===== src/rtl/rr_arb_pkg.sv =====
// Shared constants, state encoding and helpers for the 4-channel round-robin arbiter.
package rr_arb_pkg;

    localparam int unsigned NUM_CH = 4;
    localparam int unsigned SEL_W  = 2;

    typedef enum logic {
        IDLE = 1'b0,
        BUSY = 1'b1
    } state_t;

    function automatic logic [NUM_CH-1:0] onehot(input logic [SEL_W-1:0] idx);
        onehot = NUM_CH'(1) << idx;
    endfunction

endpackage


===== src/rtl/rr_prio_pick.sv =====
// Round-robin priority pick: first set request at or above ptr, wrapping 3->0.
module rr_prio_pick
    import rr_arb_pkg::*;
(
    input  logic [NUM_CH-1:0] req,
    input  logic [SEL_W-1:0]  ptr,
    output logic              any,
    output logic [SEL_W-1:0]  w
);

    logic [SEL_W-1:0] idx;
    logic             found;

    always_comb begin
        any   = |req;
        w     = ptr;
        idx   = ptr;
        found = 1'b0;
        for (int unsigned i = 0; i < NUM_CH; i++) begin
            idx = SEL_W'(32'(ptr) + i);
            if (!found && req[idx]) begin
                w     = idx;
                found = 1'b1;
            end
        end
    end

endmodule


===== src/rtl/rr_arb_4ch.sv =====
// Four-channel round-robin arbiter steering a downstream 4:1 mux.
// Optional grant timeout enabled by defining RR_ARB_TIMEOUT_EN.
module rr_arb_4ch
    import rr_arb_pkg::*;
#(
    parameter int unsigned TIMEOUT_CYCLES = 16
) (
    input  logic              clk,
    input  logic              rst_n,
    input  logic [NUM_CH-1:0] req,
    input  logic              done,
    output logic [NUM_CH-1:0] gnt,
    output logic [SEL_W-1:0]  sel,
    output logic              valid,
    output logic              timeout
);

    if (TIMEOUT_CYCLES < 2 || TIMEOUT_CYCLES > 255) begin : g_bad_timeout
        $error("rr_arb_4ch: TIMEOUT_CYCLES must be within 2..255");
    end

    state_t           state;
    logic [SEL_W-1:0] ptr;
    logic             any;
    logic [SEL_W-1:0] w;
    logic             forced;
    logic             release_now;

    rr_prio_pick u_pick (
        .req (req),
        .ptr (ptr),
        .any (any),
        .w   (w)
    );

`ifdef RR_ARB_TIMEOUT_EN
    logic [7:0] busy_cnt;
    logic       timeout_q;

    assign forced  = (busy_cnt == 8'(TIMEOUT_CYCLES - 1));
    assign timeout = timeout_q;
`else
    assign forced  = 1'b0;
    assign timeout = 1'b0;
`endif

    // done and a request drop in the same cycle collapse into one release
    assign release_now = done || !req[sel] || forced;

    always_ff @(posedge clk or negedge rst_n) begin
        if (!rst_n) begin
            state     <= IDLE;
            ptr       <= '0;
            gnt       <= '0;
            sel       <= '0;
            valid     <= 1'b0;
`ifdef RR_ARB_TIMEOUT_EN
            busy_cnt  <= '0;
            timeout_q <= 1'b0;
`endif
        end else begin
`ifdef RR_ARB_TIMEOUT_EN
            timeout_q <= 1'b0;
`endif
            case (state)
                IDLE: begin
                    if (any) begin
                        state    <= BUSY;
                        gnt      <= onehot(w);
                        sel      <= w;
                        valid    <= 1'b1;
`ifdef RR_ARB_TIMEOUT_EN
                        busy_cnt <= '0;
`endif
                    end
                end
                BUSY: begin
                    if (release_now) begin
                        state     <= IDLE;
                        gnt       <= '0;
                        valid     <= 1'b0;
                        ptr       <= sel + 1'b1;
`ifdef RR_ARB_TIMEOUT_EN
                        timeout_q <= forced && !done && req[sel];
`endif
                    end else begin
`ifdef RR_ARB_TIMEOUT_EN
                        busy_cnt  <= busy_cnt + 8'd1;
`endif
                    end
                end
                default: state <= IDLE;
            endcase
        end
    end

endmodule

===== config.mk =====
export PLATFORM = sky130hd
export DESIGN_NAME = rr_arb_4ch
export DESIGN_NICKNAME = d
export VERILOG_FILES = /design/src/rtl/rr_arb_pkg.sv /design/src/rtl/rr_prio_pick.sv /design/src/rtl/rr_arb_4ch.sv
export SDC_FILE = /design/constraint.sdc
export NUM_CORES = 1
export LEC_CHECK = 0
export ABC_AREA = 1
export CAP_MARGIN = 20
export CORE_ASPECT_RATIO = 0.9
export CORE_MARGIN = 10
export CORE_UTILIZATION = 53
export CTS_CLUSTER_DIAMETER = 40
export DETAILED_ROUTE_END_ITERATION = 8
export PLACE_DENSITY = 0.78
export SKIP_CTS_REPAIR_TIMING = 1
export SLEW_MARGIN = 10
export SYNTH_ARGS = -nofsm -noshare
export SYNTH_HDL_FRONTEND = slang
export SYNTH_SLANG_ARGS = --single-unit

===== constraint.sdc =====
create_clock -name clk -period 2.9 [get_ports clk]
set_input_delay 0.87 -clock clk [delete_from_list [all_inputs] [get_ports clk]]
set_output_delay 0.87 -clock clk [all_outputs]
set_load 0.02 [all_outputs]

==> report_table.html, run 1 <==
<table>
<tr><th>Metric</th><th>Value</th></tr>
<tr><th colspan="2">Run status</th></tr>
<tr><td>Result of the run</td><td>completed</td></tr>
<tr><th colspan="2">Worst setup path</th></tr>
<tr><td>Data arrival time of the critical path</td><td>1390 ps</td></tr>
<tr><td>Beginning of the worst register-to-register path</td><td>ptr[0]$_DFFE_PN0P_</td></tr>
<tr><td>Critical Path Stages</td><td>1</td></tr>
<tr><td>Worst path required time</td><td>2030 ps</td></tr>
<tr><td>Critical path cell sequence</td><td>clkdlybuf4s50_1</td></tr>
<tr><td>Start point of the critical path</td><td>sel[0]$_DFFE_PN0P_</td></tr>
<tr><td>Category of cells accounting for the largest share of critical-path delay</td><td>buffers and inverters</td></tr>
<tr><td>CP bufs+invs</td><td>1</td></tr>
<tr><td>Delay of the slowest cell on the worst path</td><td>660 ps</td></tr>
<tr><td>Critical-path top delay cell</td><td>clkdlybuf4s50_1</td></tr>
<tr><td>Launching element type of the critical path</td><td>register</td></tr>
<tr><td>Register-to-Register Path Depth</td><td>11</td></tr>
<tr><td>Crit Path Category</td><td>register to output pin</td></tr>
<tr><td>Top fanout value on the critical path</td><td>8</td></tr>
<tr><td>Critical path capture point type</td><td>output pin</td></tr>
<tr><th colspan="2">Synthesis</th></tr>
<tr><td>Average footprint of a synthesized cell</td><td>6.42 um2</td></tr>
<tr><td>Leading post-synthesis cells by cell area</td><td>dfrtp_1 33%, nand2_1 26%, nand2_2 11%, nand3_1 6.5%, inv_1 3.4%</td></tr>
<tr><td>Cell type contributing the most total cell area after synthesis</td><td>dfrtp_1</td></tr>
<tr><td>Share of the yosys chip area belonging to registers</td><td>32.7%</td></tr>
<tr><td>#FFs+latches synth</td><td>10</td></tr>
<tr><td>Cell area after technology mapping</td><td>764 um2</td></tr>
<tr><td>Number of distinct library cells after synthesis</td><td>21</td></tr>
<tr><td>Warnings from Yosys</td><td>0</td></tr>
<tr><td>Synth top area share</td><td>32.7%</td></tr>
<tr><td>Net count of the mapped netlist</td><td>126</td></tr>
<tr><td>Post-Syn Instances</td><td>119</td></tr>
<tr><th colspan="2">Floorplan</th></tr>
<tr><td>Number of top-level design ports</td><td>15</td></tr>
<tr><td>Die Outline Area</td><td>3360 um2</td></tr>
<tr><td>Initial core utilization</td><td>59.2%</td></tr>
<tr><td>Core area</td><td>1290 um2</td></tr>
<tr><td>Count of standard-cell rows</td><td>12</td></tr>
<tr><td>Die Y</td><td>56.0 um</td></tr>
<tr><td>Die X</td><td>60.0 um</td></tr>
<tr><th colspan="2">Clock tree</th></tr>
<tr><td>CTS H-tree depth</td><td>1</td></tr>
<tr><td>Longest Clk Path Bufs</td><td>2</td></tr>
<tr><td>Clock-pin slew of the registers on the worst-case setup and hold paths</td><td>60 ps</td></tr>
<tr><td>Clock latency on the worst-skew pair</td><td>260 ps</td></tr>
<tr><td>TritonCTS clock tree</td><td>yes</td></tr>
<tr><td>Clock Sink Count</td><td>10</td></tr>
<tr><td>CTS Buf Count</td><td>3</td></tr>
<tr><td>Clock Root Buffer</td><td>clkbuf_4</td></tr>
<tr><th colspan="2">GRT</th></tr>
<tr><td>Global-route congestion overflow total</td><td>0</td></tr>
<tr><td>Pin count of the biggest net entering global routing</td><td>13</td></tr>
<tr><td>GRT Total Usage</td><td>10.4%</td></tr>
<tr><td>Global-route wire length before repair</td><td>2830 um</td></tr>
<tr><td>Number of global-route vias before repair</td><td>665</td></tr>
<tr><td>Initial antenna violation count</td><td>0</td></tr>
<tr><th colspan="2">Layout</th></tr>
<tr><td>Final instance area</td><td>930 um2</td></tr>
<tr><td>Fraction of final layout cells with drive strength greater than 1</td><td>17.9%</td></tr>
<tr><td>Multi-input combinational cell area</td><td>458 um2</td></tr>
<tr><td>Area delta synth-&gt;final</td><td>21.6%</td></tr>
<tr><td>Most common library cell in the layout ignoring fill and taps</td><td>nand2_1</td></tr>
<tr><td>Register cell area after layout</td><td>250 um2</td></tr>
<tr><td>Antenna diode count</td><td>0</td></tr>
<tr><td>Total Nets Final</td><td>142</td></tr>
<tr><td>Number of fill cells</td><td>120</td></tr>
<tr><td>Commonest cells after routing, fill and taps aside</td><td>52 x nand2_1, 14 x nand2_2, 13 x clkdlybuf4s50_1, 10 x nand3_1, 10 x dfrtp_1</td></tr>
<tr><th colspan="2">Power and ir drop</th></tr>
<tr><td>Leakage dissipation</td><td>0.494 nW</td></tr>
<tr><td>Power density relative to cell area</td><td>1210 nW/um2</td></tr>
<tr><td>VDD IR-drop max</td><td>635 uV</td></tr>
<tr><th colspan="2">STA</th></tr>
<tr><td>Crit path time final</td><td>2260 ps</td></tr>
<tr><td>Final Skew</td><td>4.40 ps</td></tr>
<tr><td>Fmax</td><td>443 MHz</td></tr>
<tr><td>Final Hold Viols</td><td>0</td></tr>
<tr><td>Total Neg Setup Slack</td><td>0 ps</td></tr>
<tr><td>Post-route fraction of the period consumed by the critical path</td><td>77.9%</td></tr>
<tr><td>Final count of pins violating max slew</td><td>0</td></tr>
<tr><td>Setup Viol. Count Final</td><td>0</td></tr>
<tr><td>Setup repair after global routing missed its margin</td><td>false</td></tr>
<tr><th colspan="2">Placed design</th></tr>
<tr><td>Placed cell area</td><td>893 um2</td></tr>
<tr><td>Post-detailed-placement half-perimeter wirelength</td><td>1340 um</td></tr>
<tr><td>Final weighted congestion in routability-driven placement</td><td>0.853</td></tr>
<tr><td>Port Buf Inserts</td><td>13</td></tr>
<tr><th colspan="2">Route</th></tr>
<tr><td>Number of vias per cell</td><td>5.26</td></tr>
<tr><td>Drt pass-1 iters</td><td>4</td></tr>
<tr><td>DRC errors left</td><td>0</td></tr>
<tr><td>Total vias in the final route</td><td>778</td></tr>
<tr><td>Final antenna-violating net count</td><td>0</td></tr>
<tr><td>DRC violation total after the first TritonRoute iteration</td><td>14</td></tr>
<tr><td>Total Wirelength</td><td>1680 um</td></tr>
<tr><td>Post-DR wirelength/cell</td><td>11.4 um</td></tr>
<tr><th colspan="2">Min path</th></tr>
<tr><td>Number of cells on the worst hold path</td><td>2</td></tr>
<tr><td>Startpoint of the worst hold path</td><td>valid$_DFFE_PN0P_</td></tr>
<tr><td>Path class of the lowest-slack min-delay path</td><td>register to register</td></tr>
<tr><th colspan="2">Flow run</th></tr>
<tr><td>Max-capacitance violation count</td><td>0</td></tr>
</table>
registers in the layout, indices dropped and copies added (netlist names):
name / cells
state: 1
sel: 2
ptr: 2
valid: 1
gnt: 4
stage by stage:
step	hold WS [ps]	utilization [%]	setup WS, ps	std cells	power, W
6_report	480	72.0	641	148	0.00112
5_1_grt	501	72.0	559	148	0.00125
3_5_place_dp	461	69.2	479	144	0.00100
4_1_cts	486	72.0	620	148	0.00113
2_1_floorplan	541	-	1180	119	0.000830
3_3_place_gp	465	69.2	510	144	0.000995
area by class of cell:
| class | instances | share of cell area [%] |
|---|---|---|
| Tap cell | 14 | 1.88 |
| Inverter | 10 | 4.04 |
| Multi-Input combinational cell | 97 | 49.3 |
| Clock buffer | 4 | 3.90 |
| Timing Repair Buffer | 13 | 14.0 |
| Sequential cell | 10 | 26.9 |
logic make-up after synthesis:
family / after synthesis / share of synthesized area, %
buffers and inverters: 12 / 7.37
other: 1 / 0.491
xor gates and xnor gates: 1 / 1.15
AOI/OAI and AO/OA: 12 / 8.51
and+or+nand+nor: 83 / 49.8
DFF: 10 / 32.7
path summary, 6_finish.rpt:
kind                       slack, ps            endpoint
max                              640              sel[0]
min                              480   valid$_DFFE_PN0P_
max reg2reg                     1140  gnt[1]$_DFFE_PN0P_
min reg2reg                      480   valid$_DFFE_PN0P_
max in group asynchronous       1670  ptr[0]$_DFFE_PN0P_
min in group asynchronous        920  gnt[2]$_DFFE_PN0P_
cell usage after synthesis:
master,count
o211ai_1,1
xnor2_1,1
o21ai_1,3
nand3_2,1
nor2_2,1
inv_2,3
inv_1,7
nor4_1,1
a21o_1,1
nand2_2,14
o21ai_0,4
buf_4,1
dfrtp_1,10
conb_1,1
a21oi_1,3
nand4_1,1
nand2_1,52
nand3_1,10
nand2_4,1
nor2_1,2
buf_6,1
power by group:
| part | switching (W) | internal [W] | leakage, nW |
|---|---|---|---|
| clock | 0.0000450 | 0.0000761 | 0.0210 |
| sequential | 0.0000871 | 0.000201 | 0.124 |
| combinational | 0.000447 | 0.000265 | 0.349 |
| total | 0.000579 | 0.000542 | 0.494 |
worst register-to-register path, stage by stage (launching register included):
cell and delay [ps]:
dfrtp_1 620, inv_2 170, nand2_1 140, nand3_1 90, nand2_2 130, nand2_2 80, nor2_2 110, nand2_2 80
nand2_2 110, nor2_1 40, nand2_1 60, nand2_1 40
per-layer routing:
metal	vias up	track usage (%)	routed length, um
li1	405	-	-
met3	2	6.38	178
met1	348	13.1	751
met2	23	14.6	743
met4	0	2.23	10
met5	-	0	0
(Power assumes the default switching activity.)
==> run 2, diff against run 1 <==
CORE_UTILIZATION = 45   (was 53)
PLACE_DENSITY = 0.7   (was 0.78)
clock period = 2 ns   (was 2.9 ns; I/O delays follow)
==> run 2 against run 1 <==
Effect of this change:
- worst setup slack lost 510 ps
- total power rose by 53%
- non-clock buffer count increased by 4
- largest cell class unchanged
- global-route usage about the same
- largest power group unchanged
==> report_table.html, run 2 (synthesis gave the netlist of run 1 again) <==
<table>
<tr><th>Metric</th><th>Value</th></tr>
<tr><th colspan="2">Run status</th></tr>
<tr><td>Result of the run</td><td>completed</td></tr>
<tr><th colspan="2">Layout</th></tr>
<tr><td>Fraction of final layout cells with drive strength greater than 1</td><td>21.0% (+3.1 points)</td></tr>
<tr><td>Register with the highest flop count</td><td>gnt</td></tr>
<tr><td>Area delta synth-&gt;final</td><td>28.0%</td></tr>
<tr><td>Total Nets Final</td><td>146 (+2.8%)</td></tr>
<tr><td>Flip-flop count of the largest register after layout</td><td>4 (unchanged)</td></tr>
<tr><td>Final instance area</td><td>978 um2 (+5.2%)</td></tr>
<tr><td>Antenna diode count</td><td>0 (unchanged)</td></tr>
<tr><td>Number of fill cells</td><td>166 (+38%)</td></tr>
<tr><td>Commonest cells after routing, fill and taps aside</td><td>52 x nand2_1, 14 x nand2_2, 12 x clkdlybuf4s50_1, 10 x nand3_1, 10 x dfrtp_1</td></tr>
<tr><td>Fin cells</td><td>162 (+9.5%)</td></tr>
<tr><td>Top Registers</td><td>gnt: 4 flops, ptr: 2 flops, sel: 2 flops</td></tr>
<tr><td>Most common library cell in the layout ignoring fill and taps</td><td>nand2_1</td></tr>
<tr><th colspan="2">Route</th></tr>
<tr><td>DRC errors left</td><td>0 (unchanged)</td></tr>
<tr><td>Total Wirelength</td><td>1850 um (+9.9%)</td></tr>
<tr><td>Final antenna-violating net count</td><td>0 (unchanged)</td></tr>
<tr><td>Number of vias per cell</td><td>4.67 (-11%)</td></tr>
<tr><td>Post-DR wirelength/cell</td><td>11.4 um (+0.42%)</td></tr>
<tr><td>DRC violation total after the first TritonRoute iteration</td><td>17 (+3)</td></tr>
<tr><td>Drt pass-1 iters</td><td>4 (unchanged)</td></tr>
<tr><td>Total vias in the final route</td><td>756 (-2.8%)</td></tr>
<tr><th colspan="2">GRT</th></tr>
<tr><td>Pin count of the biggest net entering global routing</td><td>11 (-2)</td></tr>
<tr><td>Global-route congestion overflow total</td><td>0 (unchanged)</td></tr>
<tr><td>Number of global-route vias before repair</td><td>718 (+8.0%)</td></tr>
<tr><td>Initial antenna violation count</td><td>0 (unchanged)</td></tr>
<tr><td>GRT Total Usage</td><td>10.4% (-0.034 points)</td></tr>
<tr><td>Global-route wire length before repair</td><td>3170 um (+12%)</td></tr>
<tr><th colspan="2">Power and ir drop</th></tr>
<tr><td>Relative contribution of sequential cells to total power</td><td>22.6% (-3.1 points)</td></tr>
<tr><td>Combinational fraction of design power</td><td>66.2% (+2.7 points)</td></tr>
<tr><td>VDD IR-drop max</td><td>1010 uV (+58%)</td></tr>
<tr><td>Clock share of power</td><td>11.1% (+0.3 points)</td></tr>
<tr><td>Switching pwr</td><td>0.000883 W (+52%)</td></tr>
<tr><td>Power Internal</td><td>0.000834 W (+54%)</td></tr>
<tr><td>Power density relative to cell area</td><td>1750 nW/um2 (+45%)</td></tr>
<tr><td>Leakage dissipation</td><td>0.525 nW (+6.4%)</td></tr>
<tr><td>Switching part of the total</td><td>51.4% (-0.22 points)</td></tr>
<tr><th colspan="2">Clock tree</th></tr>
<tr><td>CTS Buf Count</td><td>3 (unchanged)</td></tr>
<tr><td>Longest Clk Path Bufs</td><td>2 (unchanged)</td></tr>
<tr><td>TritonCTS clock tree</td><td>yes</td></tr>
<tr><td>CTS H-tree depth</td><td>1 (unchanged)</td></tr>
<tr><td>Clock Sink Count</td><td>10 (unchanged)</td></tr>
<tr><td>Clock latency on the worst-skew pair</td><td>270 ps (about the same)</td></tr>
<tr><td>Clock Root Buffer</td><td>clkbuf_4</td></tr>
<tr><td>Clock-pin slew of the registers on the worst-case setup and hold paths</td><td>70 ps (about the same)</td></tr>
<tr><th colspan="2">STA</th></tr>
<tr><td>Final Skew</td><td>1.40 ps (-3.00 ps)</td></tr>
<tr><td>Crit path time final</td><td>1870 ps</td></tr>
<tr><td>Post-route fraction of the period consumed by the critical path</td><td>93.5%</td></tr>
<tr><td>Final count of pins violating max slew</td><td>0 (unchanged)</td></tr>
<tr><td>Final Hold Viols</td><td>0 (unchanged)</td></tr>
<tr><td>Setup repair after global routing missed its margin</td><td>false</td></tr>
<tr><td>Fmax</td><td>535 MHz</td></tr>
<tr><td>Total Neg Setup Slack</td><td>0 ps (unchanged)</td></tr>
<tr><td>Setup Viol. Count Final</td><td>0 (unchanged)</td></tr>
<tr><th colspan="2">Worst setup path</th></tr>
<tr><td>Start point of the critical path</td><td>gnt[1]$_DFFE_PN0P_</td></tr>
<tr><td>Critical path capture point type</td><td>output pin</td></tr>
<tr><td>Delay of the slowest cell on the worst path</td><td>620 ps (-40 ps)</td></tr>
<tr><td>Critical path cell sequence</td><td>clkdlybuf4s50_1</td></tr>
<tr><td>Crit Path Category</td><td>register to output pin</td></tr>
<tr><td>Launching element type of the critical path</td><td>register</td></tr>
<tr><td>CP bufs+invs</td><td>1 (unchanged)</td></tr>
<tr><td>Worst path required time</td><td>1400 ps (-630 ps)</td></tr>
<tr><td>Beginning of the worst register-to-register path</td><td>ptr[0]$_DFFE_PN0P_</td></tr>
<tr><td>Category of cells accounting for the largest share of critical-path delay</td><td>buffers and inverters</td></tr>
<tr><td>Top fanout value on the critical path</td><td>2 (-6)</td></tr>
<tr><td>Critical-path top delay cell</td><td>clkdlybuf4s50_1</td></tr>
<tr><td>Data arrival time of the critical path</td><td>1270 ps (-120 ps)</td></tr>
<tr><th colspan="2">Min path</th></tr>
<tr><td>Startpoint of the worst hold path</td><td>gnt[0]$_DFFE_PN0P_</td></tr>
<tr><td>Path class of the lowest-slack min-delay path</td><td>register to register</td></tr>
<tr><th colspan="2">Placed design</th></tr>
<tr><td>Inst Count DP</td><td>158 (+9.7%)</td></tr>
<tr><td>Placed cell area</td><td>936 um2 (+4.8%)</td></tr>
<tr><td>Post-detailed-placement half-perimeter wirelength</td><td>1480 um (+11%)</td></tr>
<tr><td>Port Buf Inserts</td><td>13 (unchanged)</td></tr>
<tr><td>Final weighted congestion in routability-driven placement</td><td>0.907 (+6.4%)</td></tr>
<tr><th colspan="2">Flow run</th></tr>
<tr><td>Max-capacitance violation count</td><td>0 (unchanged)</td></tr>
<tr><th colspan="2">Floorplan</th></tr>
<tr><td>Die X</td><td>63.4 um (+5.7%)</td></tr>
<tr><td>Initial core utilization</td><td>46.4% (-13 points)</td></tr>
<tr><td>Core area</td><td>1650 um2 (+28%)</td></tr>
<tr><td>Number of top-level design ports</td><td>15 (unchanged)</td></tr>
<tr><td>Die Y</td><td>59.1 um (+5.5%)</td></tr>
<tr><td>Die Outline Area</td><td>3750 um2 (+11%)</td></tr>
<tr><td>Count of standard-cell rows</td><td>14 (+2)</td></tr>
</table>
run 2: stage by stage:
| step | util (%) | hold WS, ps | power [W] | setup slack (ps) |
|---|---|---|---|---|
| 6_report | 59.4 | 477 | 0.00172 | 130 |
| 5_1_grt | 59.4 | 513 | 0.00189 | 29.7 |
| 4_1_cts | 59.0 | 484 | 0.00172 | 14.0 |
| 3_5_place_dp | 56.8 | 463 | 0.00152 | -146 |
| 3_3_place_gp | 56.8 | 458 | 0.00151 | -138 |
| 2_1_floorplan | - | 304 | 0.00120 | 554 |
run 2: routing by layer:
metal / vias to the layer above / global-route usage, % / part of all wire [%]
met5: - / 0 / 0
met4: 0 / 5.61 / 1.4
met3: 4 / 3.78 / 4.7
met2: 9 / 17.0 / 48
met1: 331 / 11.7 / 46
li1: 412 / - / -
run 2: final cells by class:
class                           instances  area, um2  share of cell area [%]
Inverter                               10       37.5                    3.84
Clock buffer                            4       36.3                    3.71
Multi-Input combinational cell         97        462                    47.2
Tap cell                               24       30.0                    3.07
Sequential cell                        10        250                    25.6
Timing Repair Buffer                   17        163                    16.6
run 2: worst paths after layout:
check | endpoint | slack (ps) | cells past startpoint
setup / recovery | gnt[1] | 130 | 1
hold / removal | gnt[0]$_DFFE_PN0P_ | 480 | 2
setup reg to reg | gnt[1]$_DFFE_PN0P_ | 390 | 12
hold reg to reg | gnt[0]$_DFFE_PN0P_ | 480 | 2
max in group asynchronous | sel[1]$_DFFE_PN0P_ | 1030 | 1
min in group asynchronous | ptr[0]$_DFFE_PN0P_ | 650 | 1
run 2: power groups by stage:
stage	registers [W]	logic, W	clock network, W
final	0.000388	0.00114	0.000191
after global routing	0.000404	0.00129	0.000201
after CTS	0.000387	0.00114	0.000197
after detailed placement	0.000389	0.00114	0
after global placement	0.000388	0.00112	0
after floorplan	0.000435	0.000768	0
run 2: worst min-delay path, cell delays in order, from the launching register on:
cell	delay, ps
dfrtp_1	340
nand2_1	50
nand2_1	50
==> run 3, diff against run 2 <==
RECOVER_POWER = 50   (was default)
==> run 3 against run 2 <==
Effect of this change:
- total power decreased by 0.83%
- global-route usage unchanged
- fmax decreased by 2.3%
- sequential share of layout area rose by 0.23 points
- utilization is 0.53 points lower
- register-to-register slack hardly changed
- sequential cell count did not move
- clock power about the same
- hold slack lost 3.7 ps
- largest cell class unchanged
- via count did not move
- combinational power barely moved
==> report_table.html, run 3 (synthesis gave the netlist of run 1 again) <==
<table>
<tr><th>Metric</th><th>Value</th></tr>
<tr><th colspan="2">Run status</th></tr>
<tr><td>Result of the run</td><td>completed</td></tr>
<tr><th colspan="2">GRT</th></tr>
<tr><td>Global-route wire length before repair</td><td>3170 um (unchanged)</td></tr>
<tr><td>GRT Total Usage</td><td>10.4% (unchanged)</td></tr>
<tr><td>Pin count of the biggest net entering global routing</td><td>11 (unchanged)</td></tr>
<tr><td>Initial antenna violation count</td><td>0 (unchanged)</td></tr>
<tr><td>Number of global-route vias before repair</td><td>718 (unchanged)</td></tr>
<tr><td>Global-route congestion overflow total</td><td>0 (unchanged)</td></tr>
<tr><th colspan="2">Layout</th></tr>
<tr><td>Register with the highest flop count</td><td>gnt</td></tr>
<tr><td>Fin cells</td><td>162 (unchanged)</td></tr>
<tr><td>Total Nets Final</td><td>146 (unchanged)</td></tr>
<tr><td>Top Registers</td><td>gnt: 4 flops, ptr: 2 flops, sel: 2 flops</td></tr>
<tr><td>Antenna diode count</td><td>0 (unchanged)</td></tr>
<tr><td>Most common library cell in the layout ignoring fill and taps</td><td>nand2_1</td></tr>
<tr><td>Fraction of final layout cells with drive strength greater than 1</td><td>21.0% (unchanged)</td></tr>
<tr><td>Area delta synth-&gt;final</td><td>26.8%</td></tr>
<tr><td>Number of fill cells</td><td>168 (+1.2%)</td></tr>
<tr><td>Flip-flop count of the largest register after layout</td><td>4 (unchanged)</td></tr>
<tr><td>Commonest cells after routing, fill and taps aside</td><td>52 x nand2_1, 14 x nand2_2, 10 x nand3_1, 10 x dfrtp_1, 9 x clkdlybuf4s50_1</td></tr>
<tr><th colspan="2">Worst setup path</th></tr>
<tr><td>Critical-path top delay cell</td><td>dlygate4sd3_1</td></tr>
<tr><td>Category of cells accounting for the largest share of critical-path delay</td><td>buffers and inverters</td></tr>
<tr><td>CP bufs+invs</td><td>1 (unchanged)</td></tr>
<tr><td>Critical path capture point type</td><td>output pin</td></tr>
<tr><td>Crit Path Category</td><td>register to output pin</td></tr>
<tr><td>Critical path cell sequence</td><td>dlygate4sd3_1</td></tr>
<tr><td>Delay of the slowest cell on the worst path</td><td>650 ps (+30 ps)</td></tr>
<tr><td>Data arrival time of the critical path</td><td>1310 ps (+40 ps)</td></tr>
<tr><td>Worst path required time</td><td>1400 ps (about the same)</td></tr>
<tr><td>Top fanout value on the critical path</td><td>2 (unchanged)</td></tr>
<tr><td>Launching element type of the critical path</td><td>register</td></tr>
<tr><th colspan="2">Placed design</th></tr>
<tr><td>Post-detailed-placement half-perimeter wirelength</td><td>1480 um (unchanged)</td></tr>
<tr><td>Port Buf Inserts</td><td>13 (unchanged)</td></tr>
<tr><td>Final weighted congestion in routability-driven placement</td><td>0.907 (unchanged)</td></tr>
<tr><td>Inst Count DP</td><td>158 (unchanged)</td></tr>
<tr><th colspan="2">Power and ir drop</th></tr>
<tr><td>Power density relative to cell area</td><td>1760 nW/um2 (about the same)</td></tr>
<tr><td>Total chip power</td><td>0.00170 W (-0.83%)</td></tr>
<tr><td>Leakage dissipation</td><td>0.516 nW (-1.8%)</td></tr>
<tr><td>VDD IR-drop max</td><td>1010 uV (about the same)</td></tr>
<tr><th colspan="2">STA</th></tr>
<tr><td>Final count of pins violating max slew</td><td>0 (unchanged)</td></tr>
<tr><td>Final Hold Viols</td><td>0 (unchanged)</td></tr>
<tr><td>Final hold slack</td><td>473 ps (-3.71 ps)</td></tr>
<tr><td>Final Skew</td><td>0.750 ps (-0.648 ps)</td></tr>
<tr><td>Post-route fraction of the period consumed by the critical path</td><td>95.7% (+2.2 points)</td></tr>
<tr><td>Fmax</td><td>522 MHz (-2.3%)</td></tr>
<tr><td>Crit path time final</td><td>1910 ps (+44.7 ps)</td></tr>
<tr><td>Setup Viol. Count Final</td><td>0 (unchanged)</td></tr>
<tr><td>Setup repair after global routing missed its margin</td><td>false</td></tr>
<tr><th colspan="2">Route</th></tr>
<tr><td>Final antenna-violating net count</td><td>0 (unchanged)</td></tr>
<tr><td>Post-DR wirelength/cell</td><td>11.4 um (-0.11%)</td></tr>
<tr><td>Total Wirelength</td><td>1850 um (-0.11%)</td></tr>
<tr><td>DRC violation total after the first TritonRoute iteration</td><td>12 (-5)</td></tr>
<tr><td>Number of vias per cell</td><td>4.67 (unchanged)</td></tr>
<tr><td>Total vias in the final route</td><td>756 (unchanged)</td></tr>
<tr><td>Drt pass-1 iters</td><td>4 (unchanged)</td></tr>
<tr><td>DRC errors left</td><td>0 (unchanged)</td></tr>
<tr><th colspan="2">Flow run</th></tr>
<tr><td>Max-capacitance violation count</td><td>0 (unchanged)</td></tr>
<tr><th colspan="2">Floorplan</th></tr>
<tr><td>Die Outline Area</td><td>3750 um2 (unchanged)</td></tr>
<tr><td>Initial core utilization</td><td>46.4% (unchanged)</td></tr>
<tr><td>Core area</td><td>1650 um2 (unchanged)</td></tr>
<tr><td>Count of standard-cell rows</td><td>14 (unchanged)</td></tr>
<tr><td>Die X</td><td>63.4 um (unchanged)</td></tr>
<tr><td>Die Y</td><td>59.1 um (unchanged)</td></tr>
<tr><td>Number of top-level design ports</td><td>15 (unchanged)</td></tr>
<tr><th colspan="2">Clock tree</th></tr>
<tr><td>Clock Root Buffer</td><td>clkbuf_4</td></tr>
<tr><td>CTS Buf Count</td><td>3 (unchanged)</td></tr>
<tr><td>Clock Sink Count</td><td>10 (unchanged)</td></tr>
<tr><td>Clock latency on the worst-skew pair</td><td>270 ps (about the same)</td></tr>
<tr><td>TritonCTS clock tree</td><td>yes</td></tr>
<tr><td>Longest Clk Path Bufs</td><td>2 (unchanged)</td></tr>
<tr><td>Clock-pin slew of the registers on the worst-case setup and hold paths</td><td>70 ps (about the same)</td></tr>
<tr><td>CTS H-tree depth</td><td>1 (unchanged)</td></tr>
<tr><th colspan="2">Min path</th></tr>
<tr><td>Path class of the lowest-slack min-delay path</td><td>register to register</td></tr>
</table>
run 3: area by class of cell:
cell class,count,area [um2],share of cell area (%)
inverters,10,37.5,3.87
multi-input cells,97,462,47.6
repair buffers,17,154,15.9
flip-flops and latches,10,250,25.8
well taps,24,30.0,3.10
clock buffers,4,36.3,3.74
run 3: through the flow:
step / setup TNS [ps] / util [%] / worst slack [ps] / cell area [um2]
after floorplan: 0 / - / 554 / 764
after global placement: -749 / 56.8 / -138 / 936
after detailed placement: -942 / 56.8 / -146 / 936
after CTS: 0 / 59.0 / 14.0 / 972
after global routing: 0 / 58.9 / 29.7 / 970
final: 0 / 58.9 / 85.7 / 970
run 3: final timing paths:
| kind | from | end | slack (ps) | cells after the start |
|---|---|---|---|---|
| hold / removal | gnt[0]$_DFFE_PN0P_ | gnt[0]$_DFFE_PN0P_ | 470 | 2 |
| setup / recovery | gnt[3]$_DFFE_PN0P_ | gnt[3] | 90 | 1 |
| setup reg to reg | ptr[0]$_DFFE_PN0P_ | gnt[1]$_DFFE_PN0P_ | 390 | 12 |
| min in group asynchronous | rst_n | gnt[3]$_DFFE_PN0P_ | 720 | 1 |
| max in group asynchronous | rst_n | sel[1]$_DFFE_PN0P_ | 960 | 1 |
| hold reg to reg | gnt[0]$_DFFE_PN0P_ | gnt[0]$_DFFE_PN0P_ | 470 | 2 |
run 3: routing by layer:
metal | up-vias | global-route usage [%] | part of all wire, %
met5 | - | 0 | 0
met3 | 4 | 3.78 | 4.7
li1 | 412 | - | -
met1 | 331 | 11.7 | 46
met2 | 9 | 17.0 | 48
met4 | 0 | 5.61 | 1.4
run 3: worst min-delay path: cells and delay by family, from the launching register on:
kind	cells	cell delay (ps)
simple gates	2	100
flops	1	340
run 3: where the power goes:
group,internal (W),switching (W)
clock,0.000111,0.0000811
combinational,0.000417,0.000706
sequential,0.000292,0.0000961
total,0.000819,0.000883
